==> config.mk <==
export PLATFORM = sky130hd
export DESIGN_NAME = cv32e40x_mult_arb_flat
export DESIGN_NICKNAME = d
export VERILOG_FILES = /design/src/rtl/cv32e40x_mult_arb_pkg.sv /design/src/rtl/cv32e40x_mult_arb_if.sv /design/src/rtl/cv32e40x_rr_arb2.sv /design/src/rtl/cv32e40x_mult_arb.sv /design/src/flat_wrapper.sv
export SDC_FILE = /design/constraint.sdc
export NUM_CORES = 1
export LEC_CHECK = 0
export ABC_AREA = 1
export CAP_MARGIN = 20
export CORE_ASPECT_RATIO = 0.75
export CORE_MARGIN = 2
export CORE_UTILIZATION = 30
export CTS_CLUSTER_DIAMETER = 100
export DETAILED_ROUTE_END_ITERATION = 8
export HOLD_SLACK_MARGIN = 0.15
export PLACE_DENSITY = 0.64
export RECOVER_POWER = 25
export SETUP_SLACK_MARGIN = 0.2
export SLEW_MARGIN = 15
export SYNTH_ARGS = -nofsm -noshare
export SYNTH_HDL_FRONTEND = slang
export SYNTH_HIERARCHICAL = 1
export SYNTH_SLANG_ARGS = --single-unit
==> constraint.sdc <==
create_clock -name clk -period 3.28 [get_ports clk]
set_input_delay 0.328 -clock clk [delete_from_list [all_inputs] [get_ports clk]]
set_output_delay 0.328 -clock clk [all_outputs]
set_load 0.005 [all_outputs]
==> src/rtl/cv32e40x_mult_arb_pkg.sv <==
// Shared types for the two-port multiplier arbiter: operator encoding, arbiter
// state constants and the held-request record.
package cv32e40x_mult_arb_pkg;

  typedef enum logic [2:0] {
    MUL_M32    = 3'd0,
    MUL_H      = 3'd1,
    MUL_CLMUL  = 3'd2,
    MUL_CLMULH = 3'd3,
    MUL_CLMULR = 3'd4
  } mul_opcode_e;

  typedef logic [1:0] mul_arb_state_e;

  localparam mul_arb_state_e ARB_IDLE = 2'd0;
  localparam mul_arb_state_e ARB_BUSY = 2'd1;
  localparam mul_arb_state_e ARB_RESP = 2'd2;

  typedef struct packed {
    mul_opcode_e op;
    logic [1:0]  sm;
    logic [31:0] a;
    logic [31:0] b;
  } mul_req_t;

  function automatic logic onehot0(logic [1:0] v);
    return ~&v;
  endfunction

endpackage

==> src/rtl/cv32e40x_mult_arb_if.sv <==
// Request/response and multiplier-side bus of the arbiter. The slave modport is
// the arbiter's view; master is the view of the requesters plus the multiplier.
interface cv32e40x_mult_arb_if;
  import cv32e40x_mult_arb_pkg::*;

  logic [1:0]  req_valid_i;
  logic [1:0]  req_ready_o;
  mul_opcode_e req_operator_i    [2];
  logic [1:0]  req_signed_mode_i [2];
  logic [31:0] req_op_a_i        [2];
  logic [31:0] req_op_b_i        [2];
  logic [1:0]  req_kill_i;
  logic [1:0]  resp_valid_o;
  logic [1:0]  resp_ready_i;
  logic [31:0] resp_result_o;
  logic        mul_valid_o;
  mul_opcode_e mul_operator_o;
  logic [1:0]  mul_signed_mode_o;
  logic [31:0] mul_op_a_o;
  logic [31:0] mul_op_b_o;
  logic [31:0] mul_result_i;
  logic        mul_valid_i;
  logic        mul_ready_o;
  logic        busy_o;

  modport slave (
    input  req_valid_i, req_operator_i, req_signed_mode_i, req_op_a_i, req_op_b_i,
           req_kill_i, resp_ready_i, mul_result_i, mul_valid_i,
    output req_ready_o, resp_valid_o, resp_result_o, mul_valid_o, mul_operator_o,
           mul_signed_mode_o, mul_op_a_o, mul_op_b_o, mul_ready_o, busy_o
  );

  modport master (
    output req_valid_i, req_operator_i, req_signed_mode_i, req_op_a_i, req_op_b_i,
           req_kill_i, resp_ready_i, mul_result_i, mul_valid_i,
    input  req_ready_o, resp_valid_o, resp_result_o, mul_valid_o, mul_operator_o,
           mul_signed_mode_o, mul_op_a_o, mul_op_b_o, mul_ready_o, busy_o
  );

endinterface

==> src/rtl/cv32e40x_rr_arb2.sv <==
// Two-input grant logic: round-robin against the last winner, or fixed
// priority to input 0 when RR_EN is 0. Purely combinational.
module cv32e40x_rr_arb2 #(
  parameter bit RR_EN = 1'b1
) (
  input  logic [1:0] eligible,
  input  logic       rr_last,
  output logic [1:0] grant
);

  // NOTE: assign a default first in every always_comb so no path leaves the
  // output unassigned, otherwise a latch is inferred.
  always_comb begin
    grant = 2'b00;
    case (eligible)
      2'b01:   grant = 2'b01;
      2'b10:   grant = 2'b10;
      2'b11:   grant = (RR_EN && !rr_last) ? 2'b10 : 2'b01;
      default: grant = 2'b00;
    endcase
  end

endmodule

==> src/rtl/cv32e40x_mult_arb.sv <==
// Shares one multiplier between the EX stage (port 0) and the extension path
// (port 1): grants, holds operands for the whole operation, buffers the result.
module cv32e40x_mult_arb
  import cv32e40x_mult_arb_pkg::*;
#(
  parameter bit RR_EN = 1'b1
) (
  input logic                 clk,
  input logic                 rst_n,
  cv32e40x_mult_arb_if.slave  bus
);

  mul_arb_state_e state_q, state_d;
  logic           owner_q;
  logic           rr_last_q;
  mul_req_t       hold_q;
  mul_req_t       req_sel;
  logic [31:0]    result_q;
  logic [1:0]     eligible;
  logic [1:0]     grant;
  logic [1:0]     owner_oh;
  logic           owner_kill;
  logic           gsel;

  assign eligible = bus.req_valid_i & ~bus.req_kill_i;

  cv32e40x_rr_arb2 #(.RR_EN(RR_EN)) u_rr_arb2 (
    .eligible (eligible),
    .rr_last  (rr_last_q),
    .grant    (grant)
  );

  assign gsel       = grant[1];
  assign owner_oh   = owner_q ? 2'b10 : 2'b01;
  assign owner_kill = bus.req_kill_i[owner_q];

  assign req_sel = '{op: bus.req_operator_i[gsel],
                     sm: bus.req_signed_mode_i[gsel],
                     a:  bus.req_op_a_i[gsel],
                     b:  bus.req_op_b_i[gsel]};

  // A kill from the owner always beats a completing multiply or an accepted response.
  always_comb begin
    state_d = state_q;
    case (state_q)
      ARB_IDLE: if (|grant) state_d = ARB_BUSY;
      ARB_BUSY: begin
        if (owner_kill)           state_d = ARB_IDLE;
        else if (bus.mul_valid_i) state_d = ARB_RESP;
      end
      ARB_RESP: if (owner_kill || bus.resp_ready_i[owner_q]) state_d = ARB_IDLE;
      default:  state_d = ARB_IDLE;
    endcase
  end

  // NOTE: sequential state uses non-blocking assignments so every register
  // samples the pre-edge values regardless of statement order.
  // NOTE: the hold and result registers are reset too, because they drive
  // outputs that must read as zero straight out of reset.
  always_ff @(posedge clk or negedge rst_n) begin
    if (!rst_n) begin
      state_q   <= ARB_IDLE;
      owner_q   <= 1'b0;
      rr_last_q <= 1'b1;
      hold_q    <= '0;
      result_q  <= '0;
    end else begin
      state_q <= state_d;
      if (state_q == ARB_IDLE && |grant) begin
        hold_q    <= req_sel;
        owner_q   <= gsel;
        rr_last_q <= gsel;
      end
      if (state_q == ARB_BUSY && !owner_kill && bus.mul_valid_i) begin
        result_q <= bus.mul_result_i;
      end
    end
  end

  assign bus.req_ready_o       = (state_q == ARB_IDLE) ? grant : 2'b00;
  assign bus.resp_valid_o      = (state_q == ARB_RESP && !owner_kill) ? owner_oh : 2'b00;
  assign bus.resp_result_o     = result_q;
  assign bus.mul_valid_o       = (state_q == ARB_BUSY);
  assign bus.mul_ready_o       = (state_q == ARB_BUSY);
  assign bus.mul_operator_o    = hold_q.op;
  assign bus.mul_signed_mode_o = hold_q.sm;
  assign bus.mul_op_a_o        = hold_q.a;
  assign bus.mul_op_b_o        = hold_q.b;
  assign bus.busy_o            = (state_q != ARB_IDLE);

  a_req_ready_onehot: assert property (@(posedge clk) disable iff (!rst_n)
    onehot0(bus.req_ready_o));

  a_resp_valid_onehot: assert property (@(posedge clk) disable iff (!rst_n)
    onehot0(bus.resp_valid_o));

  a_hold_stable: assert property (@(posedge clk) disable iff (!rst_n)
    (state_q == ARB_BUSY) ##1 (state_q == ARB_BUSY) |-> $stable(hold_q));

  a_mul_valid_in_busy: assert property (@(posedge clk) disable iff (!rst_n)
    bus.mul_valid_i |-> (state_q == ARB_BUSY && bus.mul_valid_o));

endmodule

==> src/flat_wrapper.sv <==
// flat-port wrapper written by rule: the top's interface ports become plain ports
module cv32e40x_mult_arb_flat import cv32e40x_mult_arb_pkg::*;
#(
  parameter bit RR_EN = 1'b1
)
  (clk, rst_n, bus_req_valid_i, bus_req_operator_i, bus_req_signed_mode_i, bus_req_op_a_i, bus_req_op_b_i, bus_req_kill_i, bus_resp_ready_i, bus_mul_result_i, bus_mul_valid_i, bus_req_ready_o, bus_resp_valid_o, bus_resp_result_o, bus_mul_valid_o, bus_mul_operator_o, bus_mul_signed_mode_o, bus_mul_op_a_o, bus_mul_op_b_o, bus_mul_ready_o, bus_busy_o);
  cv32e40x_mult_arb_if bus_i ();
  input logic clk;
  input logic rst_n;
  input wire logic [$bits(bus_i.req_valid_i)-1:0] bus_req_valid_i;
  input wire logic [$bits(bus_i.req_operator_i)-1:0] bus_req_operator_i;
  input wire logic [$bits(bus_i.req_signed_mode_i)-1:0] bus_req_signed_mode_i;
  input wire logic [$bits(bus_i.req_op_a_i)-1:0] bus_req_op_a_i;
  input wire logic [$bits(bus_i.req_op_b_i)-1:0] bus_req_op_b_i;
  input wire logic [$bits(bus_i.req_kill_i)-1:0] bus_req_kill_i;
  input wire logic [$bits(bus_i.resp_ready_i)-1:0] bus_resp_ready_i;
  input wire logic [$bits(bus_i.mul_result_i)-1:0] bus_mul_result_i;
  input wire logic [$bits(bus_i.mul_valid_i)-1:0] bus_mul_valid_i;
  output wire logic [$bits(bus_i.req_ready_o)-1:0] bus_req_ready_o;
  output wire logic [$bits(bus_i.resp_valid_o)-1:0] bus_resp_valid_o;
  output wire logic [$bits(bus_i.resp_result_o)-1:0] bus_resp_result_o;
  output wire logic [$bits(bus_i.mul_valid_o)-1:0] bus_mul_valid_o;
  output wire logic [$bits(bus_i.mul_operator_o)-1:0] bus_mul_operator_o;
  output wire logic [$bits(bus_i.mul_signed_mode_o)-1:0] bus_mul_signed_mode_o;
  output wire logic [$bits(bus_i.mul_op_a_o)-1:0] bus_mul_op_a_o;
  output wire logic [$bits(bus_i.mul_op_b_o)-1:0] bus_mul_op_b_o;
  output wire logic [$bits(bus_i.mul_ready_o)-1:0] bus_mul_ready_o;
  output wire logic [$bits(bus_i.busy_o)-1:0] bus_busy_o;
  assign bus_i.req_valid_i = bus_req_valid_i;
  assign bus_i.req_operator_i = {>>{bus_req_operator_i}};
  assign bus_i.req_signed_mode_i = {>>{bus_req_signed_mode_i}};
  assign bus_i.req_op_a_i = {>>{bus_req_op_a_i}};
  assign bus_i.req_op_b_i = {>>{bus_req_op_b_i}};
  assign bus_i.req_kill_i = bus_req_kill_i;
  assign bus_i.resp_ready_i = bus_resp_ready_i;
  assign bus_i.mul_result_i = bus_mul_result_i;
  assign bus_i.mul_valid_i = bus_mul_valid_i;
  assign bus_req_ready_o = bus_i.req_ready_o;
  assign bus_resp_valid_o = bus_i.resp_valid_o;
  assign bus_resp_result_o = bus_i.resp_result_o;
  assign bus_mul_valid_o = bus_i.mul_valid_o;
  assign bus_mul_operator_o = bus_i.mul_operator_o;
  assign bus_mul_signed_mode_o = bus_i.mul_signed_mode_o;
  assign bus_mul_op_a_o = bus_i.mul_op_a_o;
  assign bus_mul_op_b_o = bus_i.mul_op_b_o;
  assign bus_mul_ready_o = bus_i.mul_ready_o;
  assign bus_busy_o = bus_i.busy_o;
  cv32e40x_mult_arb #(.RR_EN(RR_EN)) u_core (.clk(clk), .rst_n(rst_n), .bus(bus_i));
endmodule
==> impl_metrics.csv, run 1 <==
group,metric,value,unit
timing,fin_ws,0.709,ns
floorplanning,ios,287,
clocking,clk_pin_slew,0.07,ns
setup_path,crit_chain,"clkdlybuf4s50_1 > inv_1 > nor2_1 > inv_1 > a21oi_4 > nand2_1 > inv_1 > clkdlybuf4s50_1",
global_routing,grt_overflow,0,
timing,final_hold_viol_count,0,
synthesis,ys.warnings.count,6,
timing,maxSlewViolCount,81,
setup_path,max_stage_delay,0.49,ns
synthesis,synthCells,559,
route,wirelength,16000,um
timing,fmax,389,MHz
global_routing,grt_max_degree,141,
synthesis,ys_types,19,
floorplanning,die_w,151,um
floorplanning,start_util,30.5,%
route,drt-initial-drc-count,163,
synthesis,syn_area,0.00485,sq mm
route,wl_met2,7600,um
clocking,clockBufferDepth,2,
route,vias,4855,
synthesis,syn-num-nets,738,
setup_path,arrival,2.24,ns
place,pre_cts_ws,0.667,ns
setup_path,ff2ff_setup_slack,1.25,ns
final_layout,multi_input_area,0.00197,sq mm
clocking,clock_latency,0.35,ns
route,drt-pass1-iter-count,4,
setup_path,start_kind,"input pin",
timing,post-route-period-util,78.4,%
route,drc,0,
setup_path,regToRegStartpoint,"u_core/state_q[1]",
setup_path,critPathMaxFanout,20,
synthesis,postSynthAreaPerCell,8.67,sq um
setup_path,rr_worst_depth,4,
final_layout,drive_gt1_share,12.2,%
pwr,ir_drop,0.000282,V
global_routing,antenna_found_initial,0,
clocking,ctsRootBufferMaster,"clkbuf_16",
status,status,"finished, violations left",
pwr,power_leakage,3.55,nW
flow_run,max_cap_violations,1,
synthesis,seq_area_frac_synth,54.2,%
route,top_layer,"met4",
final_layout,fin_nets,1001,
timing,setup_viol,0,
clocking,cts_tree,"built",
floorplanning,die_y,114,um
floorplanning,num_rows,40,
worst_hold_path,whs_endpoint,"u_core/bus.resp_result_o[25]",
synthesis,ys_top_cells_by_area,"dfrtp_1, o21ai_0, nand2_1",
global_routing,grt_pass1_wl,25200,um
timing,clock_skew,0.00552,ns
route,wl_per_cell,15.4,um
setup_path,endpoint_kind,"primary output",
clocking,htree_levels,3,
clocking,cts_resized,0,
final_layout,n_fill_cell,1471,
clocking,cts_sinks,105,
timing,fin_setup_tns,0,ns
global_routing,grt_pass1_vias,4867,
synthesis,ys_seq_elements,105,
final_layout,insertedDiodeCount,0,
setup_path,cpMostUsedCell,"inv_1",
route,drt-met1-wl,6490,um
final_layout,layout.area.seq,0.00263,sq mm
place,port_buffers,286,
setup_path,crit_buf_inv,5,
worst_hold_path,min_path_type,"flop to flop",
clocking,cts_buffers,9,
synthesis,synth_top_area_share,53.7,%
timing,slew_headroom,-36.3,%
setup_path,slowest_stage,"clkdlybuf4s50_1",
floorplanning,core_area,0.0159,sq mm
setup_path,r2r-end,"u_core/bus.resp_result_o[19]",
place,dpl.hpwl,11600,um
timing,worstMarginPinSlew,2.04,ns
floorplanning,die_area,0.0172,sq mm
pwr,p_per_area,742,mW/mm^2
route,wl_met3,1580,um
setup_path,critPathRequiredTime,2.95,ns
worst_hold_path,min_from,"u_core/bus.resp_result_o[25]",
worst_hold_path,worstHoldPathCells,2,
timing,fin_crit,2.57,ns
setup_path,critical_path_class,"input pin to primary output",
synthesis,yosysTopAreaCell,"dfrtp_1",
route,vias_per_cell,4.68,
final_layout,area_growth,68.0,%
place,gp_congestion,0.828,
status,failed_checks,"capacitance limit, slew limit",
setup_path,cp_top_family,"buffers and inverters",
timing,rsz0062_at_grt,"no",
global_routing,grt_use_total,18.8,%
route,ant_nets,0,
==> through the flow <==
step	power, W	hold slack (ns)	util, %	cell area, sq um	cells
after floorplan	0.00320	0.0324	-	4850	559
after global placement	0.00493	0.452	49.3	7840	1020
after detailed placement	0.00498	0.462	49.3	7840	1020
after CTS	0.00612	0.206	51.2	8140	1036
after global routing	0.00651	0.495	51.2	8150	1037
final	0.00604	0.476	51.2	8150	1037
==> logic make-up (layout without fill, tap and decap cells) <==
family	Yosys count	in the layout	synth area share, %
flops	105	105	54.2
compound gates	143	143	15.0
buf+inv	55	323	5.45
simple gates	256	256	25.3
==> cell usage after synthesis <==
master / count
or2_2: 69
clkbuf_1: 20
dfstp_2: 1
buf_2: 12
inv_2: 1
nand3_1: 2
nor2_2: 2
nand2_1: 145
dfrtp_1: 104
buf_4: 11
nand4_1: 32
nand3_2: 1
inv_1: 10
o21ai_0: 110
clkbuf_2: 1
o21ai_1: 30
nor2_1: 5
a21oi_1: 2
o21ai_4: 1
==> registers in the layout, indices dropped and copies added, names as in the netlist <==
name,flops
u_core/bus.mul_op_a_o,32
u_core/bus.mul_op_b_o,32
u_core/bus.mul_operator_o,3
u_core/bus.mul_signed_mode_o,2
u_core/bus.resp_result_o,32
u_core/owner_q,1
u_core/rr_last_q,1
u_core/state_q,2
==> worst max path at each step <==
| stage | depth (start not counted) | to | startpoint |
|---|---|---|---|
| floorplan | 8 | bus_req_ready_o[1] | bus_req_valid_i[1] |
| global placement | 8 | bus_req_ready_o[1] | bus_req_valid_i[1] |
| detailed placement | 9 | u_core/bus.mul_signed_mode_o[1] | bus_req_valid_i[1] |
| CTS | 8 | bus_req_ready_o[1] | bus_req_valid_i[1] |
| global route | 2 | u_core/bus.mul_op_a_o[26] | rst_n |
| finish | 8 | bus_req_ready_o[1] | bus_req_valid_i[1] |
==> placed cells by master (no fill, tap or decap) <==
cell             instances
nand3_2                  1
o21ai_4                  1
clkbuf_16                9
inv_6                    2
nand3_1                  2
clkinvlp_4               1
o21ai_0                110
a21oi_4                  1
clkbuf_2                 1
nand4_1                 32
dfstp_2                  1
clkdlybuf4s50_1        285
clkinv_4                 2
o21ai_1                 30
dfrtp_1                104
nor2_2                   2
clkinv_2                 1
clkbuf_1                 1
buf_12                   1
dlygate4sd3_1            1
a21oi_1                  1
inv_1                   10
buf_4                    7
inv_2                    1
or2_2                   69
nand2_1                145
nor2_1                   5
bufinv_16                1
==> where the power goes <==
| part | switching, W | leakage, nW | internal (W) |
|---|---|---|---|
| Sequential | 0.000359 | 1.29 | 0.00192 |
| Combinational | 0.00110 | 2.11 | 0.00157 |
| Clock | 0.000502 | 0.146 | 0.000599 |
| Total | 0.00196 | 3.55 | 0.00408 |
==> layout make-up <==
type / count / area share, %
clock inverter: 7 / 0.952
multi-input combinational: 399 / 24.1
sequential: 105 / 32.3
clock buffer: 9 / 2.76
inverter: 11 / 0.507
timing repair buffer: 296 / 36.1
tap: 210 / 3.23
==> timing repair <==
action,4_1_cts,5_1_grt
endpoints found under the hold margin,0,77
buffers inserted,0,0
hold buffers,0,1
==> worst min-delay path, cell delays in order, from the launching register on <==
cell and delay [ns]:
dfrtp_1 0.35, nand2_1 0.05, nand2_1 0.05
==> layer usage <==
layer	GRT usage (%)	vias to the layer above
met4	6.04	0
li1	-	2375
met5	0	-
met1	22.5	2254
met3	7.49	24
met2	31.0	202
(Power assumes the default switching activity.)
==> inputs of run 2 (changes only) <==
clock period = 2.4 ns   (was 3.28 ns; I/O delays follow)
==> impl_metrics.csv, run 2 (synthesis gave the netlist of run 1 again) <==
group,metric,value,unit
worst_hold_path,whs_endpoint,"u_core/bus.resp_result_o[21]",
global_routing,antenna_found_initial,0,
route,ant_nets,0,
route,wl_per_cell,15.0,um
timing,post-route-period-util,87.3,%
final_layout,layout_common_cells,"clkdlybuf4s50_1, nand2_1, o21ai_0, dfrtp_1, or2_2",
global_routing,grt_max_degree,75,
clocking,cts_buffers,9,
route,drc,0,
final_layout,final_common_cell,"clkdlybuf4s50_1",
setup_path,ff2ff_setup_slack,0.49,ns
setup_path,rr_worst_depth,7,
route,drt-pass1-iter-count,5,
timing,fmax,477,MHz
floorplanning,ios,287,
timing,setup_viol,0,
setup_path,slowest_stage,"clkdlybuf4s50_1",
global_routing,grt_use_total,18.3,%
timing,maxSlewViolCount,0,
route,vias,4778,
floorplanning,die_y,114,um
final_layout,insertedDiodeCount,0,
setup_path,regToRegStartpoint,"u_core/rr_last_q",
clocking,htree_levels,3,
route,vias_per_cell,4.59,
final_layout,n_fill_cell,1469,
global_routing,grt_pass1_vias,4831,
setup_path,critPathRequiredTime,2.16,ns
setup_path,critPathMaxFanout,3,
route,wirelength,15600,um
global_routing,grt_pass1_wl,24500,um
floorplanning,num_rows,40,
final_layout,area_growth,69.6,%
setup_path,endpoint_kind,"primary output",
clocking,clock_latency,0.35,ns
flow_run,max_cap_violations,0,
setup_path,start_kind,"input pin",
final_layout,fin_nets,1006,
clocking,cts_tree,"built",
worst_hold_path,min_path_type,"input pin to flop",
timing,clock_skew,0.00482,ns
clocking,clk_pin_slew,0.07,ns
status,status,"complete, no violations",
floorplanning,start_util,30.5,%
clocking,cts_sinks,105,
route,drt-initial-drc-count,226,
pwr,ir_drop,0.000441,V
timing,fin_crit,2.10,ns
clocking,clockBufferDepth,2,
timing,rsz0062_at_grt,"no",
floorplanning,die_area,0.0172,sq mm
pwr,power_leakage,3.60,nW
global_routing,grt_overflow,0,
setup_path,critical_path_class,"input pin to primary output",
floorplanning,die_w,151,um
setup_path,max_stage_delay,0.50,ns
setup_path,arrival,1.86,ns
worst_hold_path,worstHoldPathCells,3,
timing,worstMarginPinSlew,1.46,ns
timing,final_hold_viol_count,0,
place,port_buffers,286,
final_layout,drive_gt1_share,13.2,%
timing,slew_headroom,2.64,%
place,gp_congestion,0.791,
place,dpl.hpwl,11500,um
timing,worst_hold_slack,0.456,ns
setup_path,r2r-end,"u_core/bus.mul_op_a_o[27]",
pwr,p_per_area,1010,mW/mm^2
worst_hold_path,min_from,"bus_mul_result_i[21]",
clocking,ctsRootBufferMaster,"clkbuf_16",
pwr,total_power,0.00829,W
setup_path,crit_chain,"clkdlybuf4s50_1 > inv_1 > nor2_2 > inv_2 > a21oi_4 > buf_6 > nand2_1 > inv_1 > clkdlybuf4s50_1",
floorplanning,core_area,0.0159,sq mm
-- run 2: area by class of cell --
type	instances	area, sq um	area share (%)
Timing Repair Buffer	301	3010	36.6
Sequential cell	105	2630	32.0
Multi-Input combinational cell	399	1980	24.0
Tap cell	210	263	3.20
Clock buffer	9	225	2.74
Clock inverter	7	77.6	0.943
Inverter	11	41.3	0.502
-- run 2: how the worst max path moves through the flow --
stage / to / depth (start not counted) / startpoint / slack [ns]
global route: bus_req_ready_o[1] / 9 / bus_req_valid_i[1] / 0.21
CTS: bus_req_ready_o[0] / 8 / bus_req_valid_i[0] / 0.21
global placement: u_core/bus.mul_op_a_o[14] / 8 / bus_req_valid_i[0] / 0.11
finish: bus_req_ready_o[1] / 9 / bus_req_valid_i[1] / 0.30
floorplan: u_core/bus.mul_op_b_o[10] / 6 / u_core/rr_last_q / 0.95
detailed placement: u_core/bus.mul_op_a_o[12] / 8 / bus_req_valid_i[0] / -0.007
-- run 2: critical path: cells and delay by family --
kind	cells	cell delay, ns
buffers and inverters	6	1.27
AO/OA/AOI/OAI	1	0.14
AND/OR/NAND/NOR	2	0.22
-- run 2: routing by layer --
metal	global-route usage (%)	vias up	wire, um
met5	0	-	0
met4	5.48	0	252
met3	6.61	18	1450
met2	30.1	205	7250
met1	22.8	2177	6650
li1	-	2378	-
-- run 2: power breakdown --
part	switching, W	internal, W
Combinational	0.00150	0.00218
Clock	0.000679	0.000822
Sequential	0.000491	0.00262
-- run 2: repair_timing --
item,in CTS,in global routing
hold buffers,1,0
endpoints found under the hold margin,104,0
setup endpoints to repair,0,6
gates resized for setup,0,5
buffers inserted,0,2
-- run 2: metrics by stage --
stage | cells | utilization (%) | worst slack (ns) | area [sq um] | setup TNS (ns)
2_1_floorplan | 559 | - | 0.950 | 4850 | 0
3_3_place_gp | 1023 | 49.6 | 0.106 | 7890 | 0
3_5_place_dp | 1023 | 49.6 | -0.00749 | 7890 | -0.00749
4_1_cts | 1040 | 51.5 | 0.211 | 8200 | 0
5_1_grt | 1042 | 51.7 | 0.206 | 8220 | 0
6_report | 1042 | 51.7 | 0.304 | 8220 | 0
==> inputs of run 3 (changes only) <==
--- a/config.mk
+++ b/config.mk
@@ -8,14 +8,16 @@
 export ABC_AREA = 1
 export CAP_MARGIN = 20
+export CELL_PAD_IN_SITES_DETAIL_PLACEMENT = 1
+export CELL_PAD_IN_SITES_GLOBAL_PLACEMENT = 2
 export CORE_ASPECT_RATIO = 0.75
 export CORE_MARGIN = 2
-export CORE_UTILIZATION = 30
+export CORE_UTILIZATION = 20
 export CTS_CLUSTER_DIAMETER = 100
 export DETAILED_ROUTE_END_ITERATION = 8
 export HOLD_SLACK_MARGIN = 0.15
-export PLACE_DENSITY = 0.64
+export PLACE_DENSITY = 0.78
 export RECOVER_POWER = 25
 export SETUP_SLACK_MARGIN = 0.2
-export SLEW_MARGIN = 15
+export SLEW_MARGIN = 20
 export SYNTH_ARGS = -nofsm -noshare
 export SYNTH_HDL_FRONTEND = slang
==> constraint.sdc (replaced) <==
create_clock -name clk -period 2.4 [get_ports clk]
set_input_delay 0.48 -clock clk [delete_from_list [all_inputs] [get_ports clk]]
set_output_delay 0.48 -clock clk [all_outputs]
set_load 0.005 [all_outputs]
==> impl_metrics.csv, run 3 (synthesis gave the netlist of run 1 again) <==
group,metric,value,unit
clocking,clockBufferDepth,2,
route,wirelength,18600,um
setup_path,regToRegStartpoint,"u_core/rr_last_q",
timing,fmax,462,MHz
pwr,power_leakage,3.66,nW
route,drt-pass1-iter-count,4,
setup_path,critPathMaxFanout,3,
route,wl_per_cell,16.2,um
timing,fin_crit,2.16,ns
floorplanning,die_y,139,um
worst_hold_path,whs_endpoint,"u_core/bus.resp_result_o[16]",
final_layout,stdcell_area,0.00845,sq mm
final_layout,final_cells,1146,
place,placed_area,0.00811,sq mm
setup_path,arrival,1.68,ns
timing,worstMarginPinSlew,0.983,ns
place,pre_cts_ws,-0.114,ns
worst_hold_path,min_path_type,"flop to flop",
place,dpl.hpwl,13500,um
timing,post-route-period-util,90.1,%
flow_run,max_cap_violations,0,
timing,rsz0062_at_grt,"yes",
place,gp_congestion,0.742,
clocking,ctsRootBufferMaster,"clkbuf_16",
place,placedCellCount,1126,
pwr,ir_drop,0.000405,V
floorplanning,die_area,0.0255,sq mm
global_routing,grt_pass1_wl,29100,um
global_routing,antenna_found_initial,1,
pwr,total_power,0.00850,W
floorplanning,num_rows,49,
route,drc,0,
floorplanning,core_area,0.0239,sq mm
timing,fin_ws,0.238,ns
timing,clock_skew,0.00934,ns
final_layout,layout_common_cells,"clkdlybuf4s50_1, nand2_1, o21ai_0, dfrtp_1, or2_2",
clocking,htree_levels,3,
setup_path,start_kind,"input pin",
timing,final_hold_viol_count,0,
setup_path,endpoint_kind,"primary output",
final_layout,final_common_cell,"clkdlybuf4s50_1",
pwr,p_per_area,1010,mW/mm^2
global_routing,grt_pass1_vias,5111,
setup_path,ff2ff_setup_slack,0.74,ns
clocking,clock_latency,0.35,ns
final_layout,insertedDiodeCount,0,
global_routing,grt_overflow,0,
setup_path,rr_worst_depth,5,
floorplanning,start_util,20.3,%
timing,slew_headroom,34.5,%
floorplanning,ios,287,
final_layout,fin_nets,1014,
route,vias,4886,
worst_hold_path,worstHoldPathCells,2,
floorplanning,die_w,184,um
route,ant_nets,0,
final_layout,drive_gt1_share,14.3,%
route,vias_per_cell,4.26,
clocking,clk_pin_slew,0.08,ns
place,port_buffers,286,
worst_hold_path,min_from,"u_core/bus.resp_result_o[16]",
clocking,cts_sinks,105,
global_routing,grt_use_total,14.6,%
setup_path,critPathRequiredTime,1.92,ns
global_routing,grt_max_degree,101,
clocking,cts_buffers,9,
timing,fin_setup_tns,0,ns
route,drt-initial-drc-count,161,
final_layout,area_growth,74.3,%
setup_path,crit_start,"bus_req_valid_i[0]",
timing,setup_viol,0,
timing,maxSlewViolCount,0,
status,status,"complete, no violations",
clocking,cts_tree,"built",
setup_path,critical_path_class,"input pin to primary output",
setup_path,r2r-end,"u_core/bus.mul_op_b_o[1]",
==> run 3: cell types whose count changed in the layout (fill, tap and decap cells not counted), sizes merged <==
| cell | before | now |
|---|---|---|
| buf | 12 | 22 |
| inv | 14 | 13 |
| dlygate4sd2 | 0 | 3 |
| clkinv | 3 | 1 |
| clkdlybuf4s50 | 285 | 281 |
| clkinvlp | 0 | 2 |
==> run 3: worst max-delay path, cell delays in order <==
cell and delay [ns]:
clkdlybuf4s50_1 0.46, inv_1 0.05, nor2_2 0.12, buf_4 0.14, a21oi_4 0.06, nand2_2 0.07, inv_1 0.04, dlygate4sd2_1 0.25
==> run 3: layout make-up <==
type	instances	area, sq um
Clock buffer	10	239
Sequential cell	105	2630
Timing Repair Buffer	309	3100
Fill cell	2776	15500
Tap cell	306	383
Inverter	11	41.3
Multi-Input combinational cell	399	1980
Clock inverter	6	73.8
==> run 3: stage by stage <==
step           util [%]  hold slack [ns]
2_1_floorplan         -            0.184
3_3_place_gp       33.9            0.306
3_5_place_dp       33.9            0.307
4_1_cts            35.3            0.459
5_1_grt            35.3            0.506
6_report           35.3            0.476
==> run 3: how the worst max path moves through the flow <==
stage,end,depth (start not counted),slack [ns]
6_report,bus_req_ready_o[1],8,0.24
5_1_grt,bus_req_ready_o[1],8,0.18
4_1_cts,bus_mul_ready_o,2,0.22
3_5_place_dp,bus_req_ready_o[0],8,-0.11
3_3_place_gp,bus_req_ready_o[0],8,-0.10
2_1_floorplan,bus_req_ready_o[1],8,0.62
==> run 3: metal layers <==
layer | up-vias | GRT usage, % | share of wire, %
met5 | - | 0 | 0
met4 | 0 | 3.58 | 1.4
met3 | 19 | 5.72 | 9.1
met2 | 180 | 22.3 | 43
met1 | 2287 | 19.3 | 46
li1 | 2400 | - | -
==> run 3: power by group <==
part / switching (W) / internal, W
registers: 0.000468 / 0.00261
clock network: 0.000741 / 0.000853
logic: 0.00159 / 0.00223
total: 0.00280 / 0.00570
==> run 3: timing repair <==
item / CTS / global route
endpoints found under the setup margin: 5 / 4
hold buffers: 1 / 0
gates resized for setup: 9 / 3
setup buffers: 1 / 2
pin swaps: 1 / 3
endpoints found under the hold margin: 5 / 0
